`src/rtl/tinyalu_pkg.sv`:
```
// Shared types and widths for the tinyalu subsystem.
package tinyalu_pkg;

    localparam int unsigned OPERAND_W = 8;
    localparam int unsigned RESULT_W  = 9;
    localparam int unsigned OP_W      = 3;

    typedef enum logic [2:0] {
        OP_NOP = 3'b000,
        OP_ADD = 3'b001,
        OP_AND = 3'b010,
        OP_XOR = 3'b011
    } alu_op_e;

    typedef enum logic [1:0] {
        ST_IDLE,
        ST_ISSUE,
        ST_WAIT,
        ST_RESP
    } arb_state_e;

endpackage

```
`src/rtl/tinyalu_arbiter_rr.sv`:
```
// Combinational round-robin pick: first set request at or above ptr, wrapping.
module rr_arbiter #(
    parameter int unsigned N_REQ = 4
) (
    input  logic [N_REQ-1:0]         req,
    input  logic [$clog2(N_REQ)-1:0] ptr,
    output logic [N_REQ-1:0]         grant_c,
    output logic [$clog2(N_REQ)-1:0] idx_c,
    output logic                     found_c
);

    localparam int unsigned IDX_W = $clog2(N_REQ);

    always_comb begin
        int unsigned j;
        grant_c = '0;
        idx_c   = '0;
        found_c = 1'b0;
        j       = 0;
        for (int unsigned i = 0; i < N_REQ; i++) begin
            j = (32'(ptr) + i) % N_REQ;
            if (!found_c && req[j]) begin
                found_c    = 1'b1;
                grant_c[j] = 1'b1;
                idx_c      = IDX_W'(j);
            end
        end
    end

endmodule

```
`src/rtl/tinyalu_arbiter.sv`:
```
// Shares one single-cycle TinyALU among N_REQ requesters, round-robin, with a done watchdog.
module tinyalu_arbiter
    import tinyalu_pkg::*;
#(
    parameter int unsigned N_REQ   = 4,
    parameter int unsigned TIMEOUT = 8
) (
    input  logic                   clk,
    input  logic                   reset,
    input  logic [N_REQ-1:0]       req_valid,
    input  logic [N_REQ*8-1:0]     req_a,
    input  logic [N_REQ*8-1:0]     req_b,
    input  logic [N_REQ*3-1:0]     req_op,
    output logic [N_REQ-1:0]       req_ready,
    output logic [N_REQ-1:0]       rsp_valid,
    output logic [8:0]             rsp_result,
    output logic                   rsp_err,
    output logic [7:0]             alu_a,
    output logic [7:0]             alu_b,
    output logic [2:0]             alu_op,
    output logic                   alu_start,
    input  logic                   alu_done,
    input  logic [8:0]             alu_result
);

    localparam int unsigned IDX_W = $clog2(N_REQ);
    localparam int unsigned CNT_W = $clog2(TIMEOUT + 1);

    arb_state_e           state, state_n;
    logic [IDX_W-1:0]     ptr, ptr_n;
    logic [IDX_W-1:0]     idx_q, idx_n;
    logic [OPERAND_W-1:0] a_q, a_n, b_q, b_n;
    logic [OP_W-1:0]      op_q, op_n;
    logic [CNT_W-1:0]     cnt, cnt_n;

    logic [N_REQ-1:0]     req_ready_n, rsp_valid_n;
    logic [RESULT_W-1:0]  rsp_result_n;
    logic                 rsp_err_n;
    logic [OPERAND_W-1:0] alu_a_n, alu_b_n;
    logic [OP_W-1:0]      alu_op_n;
    logic                 alu_start_n;

    logic [N_REQ-1:0]     grant_c;
    logic [IDX_W-1:0]     idx_c;
    logic                 found_c;
    logic [OP_W-1:0]      op_sel_c;
    logic [N_REQ-1:0]     rsp_onehot_c;

    rr_arbiter #(.N_REQ(N_REQ)) u_rr (
        .req     (req_valid),
        .ptr     (ptr),
        .grant_c (grant_c),
        .idx_c   (idx_c),
        .found_c (found_c)
    );

    assign op_sel_c     = req_op[idx_c*OP_W +: OP_W];
    assign rsp_onehot_c = N_REQ'(1) << idx_q;

    // Next-state and next-output decode.
    always_comb begin
        state_n      = state;
        ptr_n        = ptr;
        idx_n        = idx_q;
        a_n          = a_q;
        b_n          = b_q;
        op_n         = op_q;
        cnt_n        = cnt;
        req_ready_n  = '0;
        rsp_valid_n  = '0;
        rsp_result_n = '0;
        rsp_err_n    = 1'b0;
        alu_start_n  = 1'b0;
        alu_a_n      = alu_a;
        alu_b_n      = alu_b;
        alu_op_n     = alu_op;

        case (state)
            ST_IDLE: begin
                if (found_c) begin
                    req_ready_n = grant_c;
                    idx_n       = idx_c;
                    a_n         = req_a[idx_c*OPERAND_W +: OPERAND_W];
                    b_n         = req_b[idx_c*OPERAND_W +: OPERAND_W];
                    op_n        = op_sel_c;
                    ptr_n       = (idx_c == IDX_W'(N_REQ - 1)) ? '0 : idx_c + IDX_W'(1);
                    state_n     = (op_sel_c == OP_NOP) ? ST_RESP : ST_ISSUE;
                end
            end
            ST_ISSUE: begin
                alu_start_n = 1'b1;
                alu_a_n     = a_q;
                alu_b_n     = b_q;
                alu_op_n    = op_q;
                cnt_n       = '0;
                state_n     = ST_WAIT;
            end
            ST_WAIT: begin
                if (alu_done) begin
                    rsp_valid_n  = rsp_onehot_c;
                    rsp_result_n = alu_result;
                    state_n      = ST_RESP;
                end else if (cnt == CNT_W'(TIMEOUT)) begin
                    rsp_valid_n = rsp_onehot_c;
                    rsp_err_n   = 1'b1;
                    state_n     = ST_RESP;
                end else begin
                    cnt_n = cnt + CNT_W'(1);
                end
            end
            ST_RESP: begin
                // Arriving from WAIT the response is already on the outputs; a NOP arrives
                // straight from IDLE and presents its error response one cycle later.
                if (rsp_valid == '0) begin
                    rsp_valid_n = rsp_onehot_c;
                    rsp_err_n   = 1'b1;
                end else begin
                    state_n = ST_IDLE;
                end
            end
            default: state_n = ST_IDLE;
        endcase
    end

    always_ff @(posedge clk or posedge reset) begin
        if (reset) begin
            state      <= ST_IDLE;
            ptr        <= '0;
            idx_q      <= '0;
            a_q        <= '0;
            b_q        <= '0;
            op_q       <= '0;
            cnt        <= '0;
            req_ready  <= '0;
            rsp_valid  <= '0;
            rsp_result <= '0;
            rsp_err    <= 1'b0;
            alu_a      <= '0;
            alu_b      <= '0;
            alu_op     <= '0;
            alu_start  <= 1'b0;
        end else begin
            state      <= state_n;
            ptr        <= ptr_n;
            idx_q      <= idx_n;
            a_q        <= a_n;
            b_q        <= b_n;
            op_q       <= op_n;
            cnt        <= cnt_n;
            req_ready  <= req_ready_n;
            rsp_valid  <= rsp_valid_n;
            rsp_result <= rsp_result_n;
            rsp_err    <= rsp_err_n;
            alu_a      <= alu_a_n;
            alu_b      <= alu_b_n;
            alu_op     <= alu_op_n;
            alu_start  <= alu_start_n;
        end
    end

endmodule

```
`config.mk`:
```
export PLATFORM = sky130hd
export DESIGN_NAME = tinyalu_arbiter
export DESIGN_NICKNAME = d
export VERILOG_FILES = /design/src/rtl/tinyalu_pkg.sv /design/src/rtl/tinyalu_arbiter_rr.sv /design/src/rtl/tinyalu_arbiter.sv
export SDC_FILE = /design/constraint.sdc
export NUM_CORES = 1
export LEC_CHECK = 0
export CAP_MARGIN = 5
export CORE_MARGIN = 4
export CORE_UTILIZATION = 42
export CTS_BUF_LIST = sky130_fd_sc_hd__clkbuf_4 sky130_fd_sc_hd__clkbuf_8 sky130_fd_sc_hd__clkbuf_16
export DETAILED_ROUTE_END_ITERATION = 12
export GPL_TIMING_DRIVEN = 0
export PLACE_DENSITY = 0.78
export RECOVER_POWER = 100
export SLEW_MARGIN = 20
export SYNTH_ARGS = -nofsm -noshare
export SYNTH_HDL_FRONTEND = slang
export SYNTH_SLANG_ARGS = --single-unit
```
`constraint.sdc`:
```
create_clock -name clk -period 3.5 [get_ports clk]
set_clock_uncertainty 0.1 [all_clocks]
set_input_delay 0.7 -clock clk [delete_from_list [all_inputs] [get_ports clk]]
set_output_delay 0.7 -clock clk [all_outputs]
set_load 0.02 [all_outputs]
```
== Word level (Yosys, flattened, before mapping) ==
Index checks and enable logic that the tools add are counted.
Word-level totals
  register bits: 67
  latch bits: 0
  RAM bits: 0
  memory bits (read-only): 0
  output and inout port bits: 38
  memories: 0
Operators by class
  $add $sub $neg: 5
  $mul: 1
  div/mod/pow operators: 0
  magnitude comparators: 8
  equal/unequal tests: 10
  shifts and indexed selects: 4
  muxes and demuxes: 51
  bitwise logic cells: 3
  reductions and logical operators: 17
Operators with widths (number)
  $shiftx A32 B6 Y8: 2
  $mux W4: 11
  $mux W2: 10
  $mux W9: 2
  $mux W1: 16
  $pmux W4 S2: 2
  $lt A2 B3 Y1 const B: 4
  $or A4 B4 Y4: 3
  $shiftx A12 B5 Y3: 1
  $bmux W1 S2: 4
  $demux W1 S2: 4
  $ge A2 B1 Y1 const B: 4
  $ne A2 B2 Y1 const B: 4
  $pmux W2 S4: 1
  $logic_and A1 B1 Y1: 7
  $eq A2 B2 Y1 const B: 3
  $reduce_and A3 Y1: 2
  $add A2 B1 Y2 const B: 2
  $add A2 B2 Y2 const B: 2
  $add A4 B1 Y4 const B: 1
  $eq A4 B4 Y1 const B: 1
  $logic_not A4 Y1: 1
  $mul A2 B2 Y4 const B: 1
  $shl A1 B2 Y4 const A: 1
  other kinds (8): 10

== Longest topological paths before layout ==
  depth in word-level cells: 18
  depth in mapped cells: 15
  mapped depth without buffers: 10

== By module ==
From an unflattened synthesis, not the netlist that was laid out.
Second synthesis, totals
  cells, all modules: 246
  area total of the unflattened synthesis: 3507.1 µm²
Modules (own cells, without submodules)
  tinyalu_arbiter: instances 1, cells an instance 201, area an instance 3088.0 µm², seq. area each 1676.6 µm²
  rr_arbiter: instances 1, cells an instance 45, area an instance 419.2 µm², seq. area each 0.0 µm²

== Least setup slack after synthesis ==
Ideal clock, no wire load.
  path type: reg-to-reg
  from: register ptr[0]
  to: register ptr[1]
  library setup time: 125 ps
  arrival: 3579 ps
  data required time: 3275 ps
  setup slack: -304 ps
  stages on the path, launching flop included: 14
  buffers on the path: 5
  period minus slack after synthesis: 3804 ps
  cell sequence: dfrtp_1 > buf_4 > clkbuf_1 > clkinv_1 > clkbuf_1 > ha_1 > mux4_2 > a22oi_4 > xnor2_2 > buf_4 > buf_6 > nor2_1 > ha_1 > mux2_2
Between the ends
  longest elaborated chain between the ends: 14
  elaborated cells between the ends (all ways): 29
  those cells by class: add/sub (4); eq/ne (1); mux (17); reduce/logical (7)
RTL lines
  from (decl): line tinyalu_arbiter.sv:30  | logic [IDX_W-1:0] ptr, ptr_n;
  from (signal assigned): line tinyalu_arbiter.sv:144  | ptr <= ptr_n;
  branches (longest 11 deep; another with $add A2 B1 Y2)
  $mux W2 *: line tinyalu_arbiter_rr.sv:22  | if (!found_c && req[j]) begin
  via idx_c[0]: line tinyalu_arbiter.sv:44  | logic [IDX_W-1:0] idx_c;
  $add A2 B1 Y2 or $eq A2 B2 Y1 (tied branches): line tinyalu_arbiter.sv:86  | ptr_n = (idx_c == IDX_W'(N_REQ - 1)) ? '0 : idx_c + IDX_W'(1);
  $mux W2 *: line tinyalu_arbiter.sv:86
Mark *: on every way through the listed nets, which the timed path passes. The select of a mux whose other input is x is not followed.
A chain may end at the register's enable or synchronous reset.

== Worst setup path after layout ==
  from: register ptr[0]
  to: register ptr[0]
Same word-level chain as after synthesis.

==> results_dict.tcl <==
set metrics [dict create \
    outcome "complete, but fails checks" \
    violations "max-capacitance violations, max-slew violations" \
    fmax_mhz 300 \
    slowest_stage "dfrtp_1" \
    worstMarginPinSlew_ns 1.56 \
    switchingPower_mw 2.02 \
    cpMostUsedCell "buf_4" \
    hold_viol_final 0 \
    avgSynthCellArea_um2 9.54 \
    power.density_mw_per_mm2 858 \
    drive_gt1_share_pct 12.4 \
    syn_nets 506 \
    layout_common_cells "95 x nand2_1, 86 x clkdlybuf4s50_1, 67 x dfrtp_1" \
    antennaDiodeCount 0 \
    p_seq_share_pct 27.1 \
    path_buf_inv 6 \
    cts.sinks 67 \
    dieArea_mm2 0.0107 \
    grt_antenna_before_repair 0 \
    dr.pass1.iters 5 \
    clk_latency_ns 0.34 \
    dp_hpwl_um 8510 \
    via_per_inst 5.35 \
    overflow 0 \
    syn2layout_area_growth_pct 43.5 \
    stdcell_area_mm2 0.00547 \
    die_y_um 103 \
    startpoint_type "flop" \
    clockBufferDepth 2 \
    crit_fanout 12 \
    slew_headroom_pct -4.46 \
    peakVddDrop_v 0.000379 \
    critPathArrivalTime_ns 3.45 \
    dpl_cell_area_mm2 0.00525 \
    grt_usage_pct 20.2 \
    cts_buffers 9 \
    synthArstFlopShare_pct 100 \
    cts-htree-levels 3 \
    yosysUniqueCellTypes 40 \
    max_stage_delay_ns 0.37 \
    vias 3508 \
    routed_wl_um 10800 \
    syn-cell-area_mm2 0.00381 \
    cts_tree "yes" \
    tns_ns 0 \
    path_delay_family "buffers and inverters" \
    rsz0062_at_grt "no" \
    synth_ff_type "dfrtp_1" \
    grt_pass1_wl_um 16600 \
    p_comb_share_pct 61.3 \
    die_x_um 103 \
    layout_commonest_cell "nand2_1" \
    seq_area_frac_synth_pct 43.9 \
    grt_pass1_vias 3449 \
    worstSetupEndpointType "flop" \
    final.min_clock_period_ns 3.34 \
    rows 34 \
    post-route-period-util_pct 95.3 \
    required_ns 3.62 \
    grt_max_degree 37 \
    crit_chain "buf_4, buf_4, clkinv_4, buf_4, ha_4, mux4_2, a22oi_4, xnor2_4, buf_6, buf_6, nor2_1, ha_1, o41ai_1" \
    core_mm2 0.00876 \
    drc_errors 0 \
    antenna_left 0 \
    nets 649 \
    synth_edf_count 0 \
    yosysWarningCount 0 \
    gp_congestion 0.807 \
    setup_viol 0 \
    first_iter_violations 200 \
    synthCells 400 \
    cts_root_buffer "clkbuf_8" \
    worstSetupPathType "reg -> reg" \
    io_pins 130 \
    sw_frac_of_total_pct 43.0 \
    hold_class "reg -> reg" \
    initial_core_util_pct 43.5 \
    synth-seq-cells 67 \
    routedWlPerCell_um 16.5 \
    leakage_nw 2.52 \
    drv_slew 37 \
    intPower_mw 2.67 \
    clkPwrFrac_pct 11.6 \
    clkTransAtPathRegs_ns 0.07 \
    cap_violations 1 \
    port-buffer-count 127 \
]
-- cell type report --
class / instances / area (um2)
Multi-Input combinational cell: 300 / 2020
Clock inverter: 5 / 30.0
Inverter: 9 / 40.0
Fill cell: 745 / 3290
Tap cell: 108 / 135
Clock buffer: 11 / 139
Timing Repair Buffer: 133 / 1310
Buffer: 23 / 118
Sequential cell: 67 / 1680
-- through the flow --
step	instances	hold slack, ns	util (%)	worst slack, ns	power (mW)
after floorplan	400	0.355	-	0.00608	3.17
after global placement	635	0.373	59.7	-0.474	4.00
after detailed placement	636	0.377	59.9	-0.590	4.10
after CTS	655	0.388	62.4	0.0509	4.75
after global routing	656	0.416	62.5	0.0127	5.04
final	656	0.392	62.5	0.165	4.69
-- cells by family (layout without fill, tap and decap cells) --
| logic type | after synthesis | after routing | synth area share (%) |
|---|---|---|---|
| simple gates | 136 | 136 | 15.5 |
| compound gates | 95 | 95 | 15.5 |
| buf+inv | 33 | 181 | 3.71 |
| flops | 67 | 67 | 43.9 |
| xor+xnor | 3 | 3 | 0.886 |
| mux | 52 | 52 | 15.9 |
| fa+ha+maj | 14 | 14 | 4.59 |
-- synth_stat cells (5+ instances only) --
library cell	count	area [um2]
mux2i_1	22	220
a21oi_1	39	195
a22o_1	5	43.8
inv_1	7	26.3
dfrtp_1	67	1680
nor2_1	11	41.3
and3_1	10	62.6
clkbuf_1	19	71.3
o211ai_1	16	120
mux2_2	25	282
o21ai_0	22	110
nand2_1	95	357
ha_1	14	175
-- power by group through the flow --
| stage | sequential, mW | combinational, mW | clock (mW) |
|---|---|---|---|
| floorplan | 1.44 | 1.73 | 0 |
| CTS | 1.28 | 2.92 | 0.559 |
| global route | 1.31 | 3.13 | 0.597 |
| global placement | 1.28 | 2.73 | 0 |
| detailed placement | 1.30 | 2.81 | 0 |
| finish | 1.27 | 2.88 | 0.547 |
-- registers in the layout, summed over array words and instances, names as in the netlist, 3 cells and up --
name / count
req_ready: 4
alu_b: 8
rsp_valid: 4
cnt: 4
a_q: 8
op_q: 3
alu_op: 3
b_q: 8
alu_a: 8
rsp_result: 9
-- worst paths after layout --
path	startpoint	endpoint	slack (ns)	cells past startpoint
setup / recovery	ptr[0]	ptr[0]	0.16	13
hold / removal	idx_q[0]	rsp_valid[2]	0.39	1
setup reg to reg	ptr[0]	ptr[0]	0.16	13
hold reg to reg	idx_q[0]	rsp_valid[2]	0.39	1
max in group asynchronous	reset	a_q[2]	0.83	3
min in group asynchronous	reset	rsp_result[3]	1.07	2
-- metal layers --
layer	GRT usage [%]	routed length [um]
met4	7.77	181
met2	36.0	5510
met3	3.09	733
met5	0	0
met1	24.4	4400
-- what timing repair did --
item,CTS,global route
buffers inserted,4,1
setup endpoints to repair,24,12
pin swaps,1,1
resized for setup,8,6
hold buffers,0,0
No activity file was read; power rests on OpenSTA's default activity.
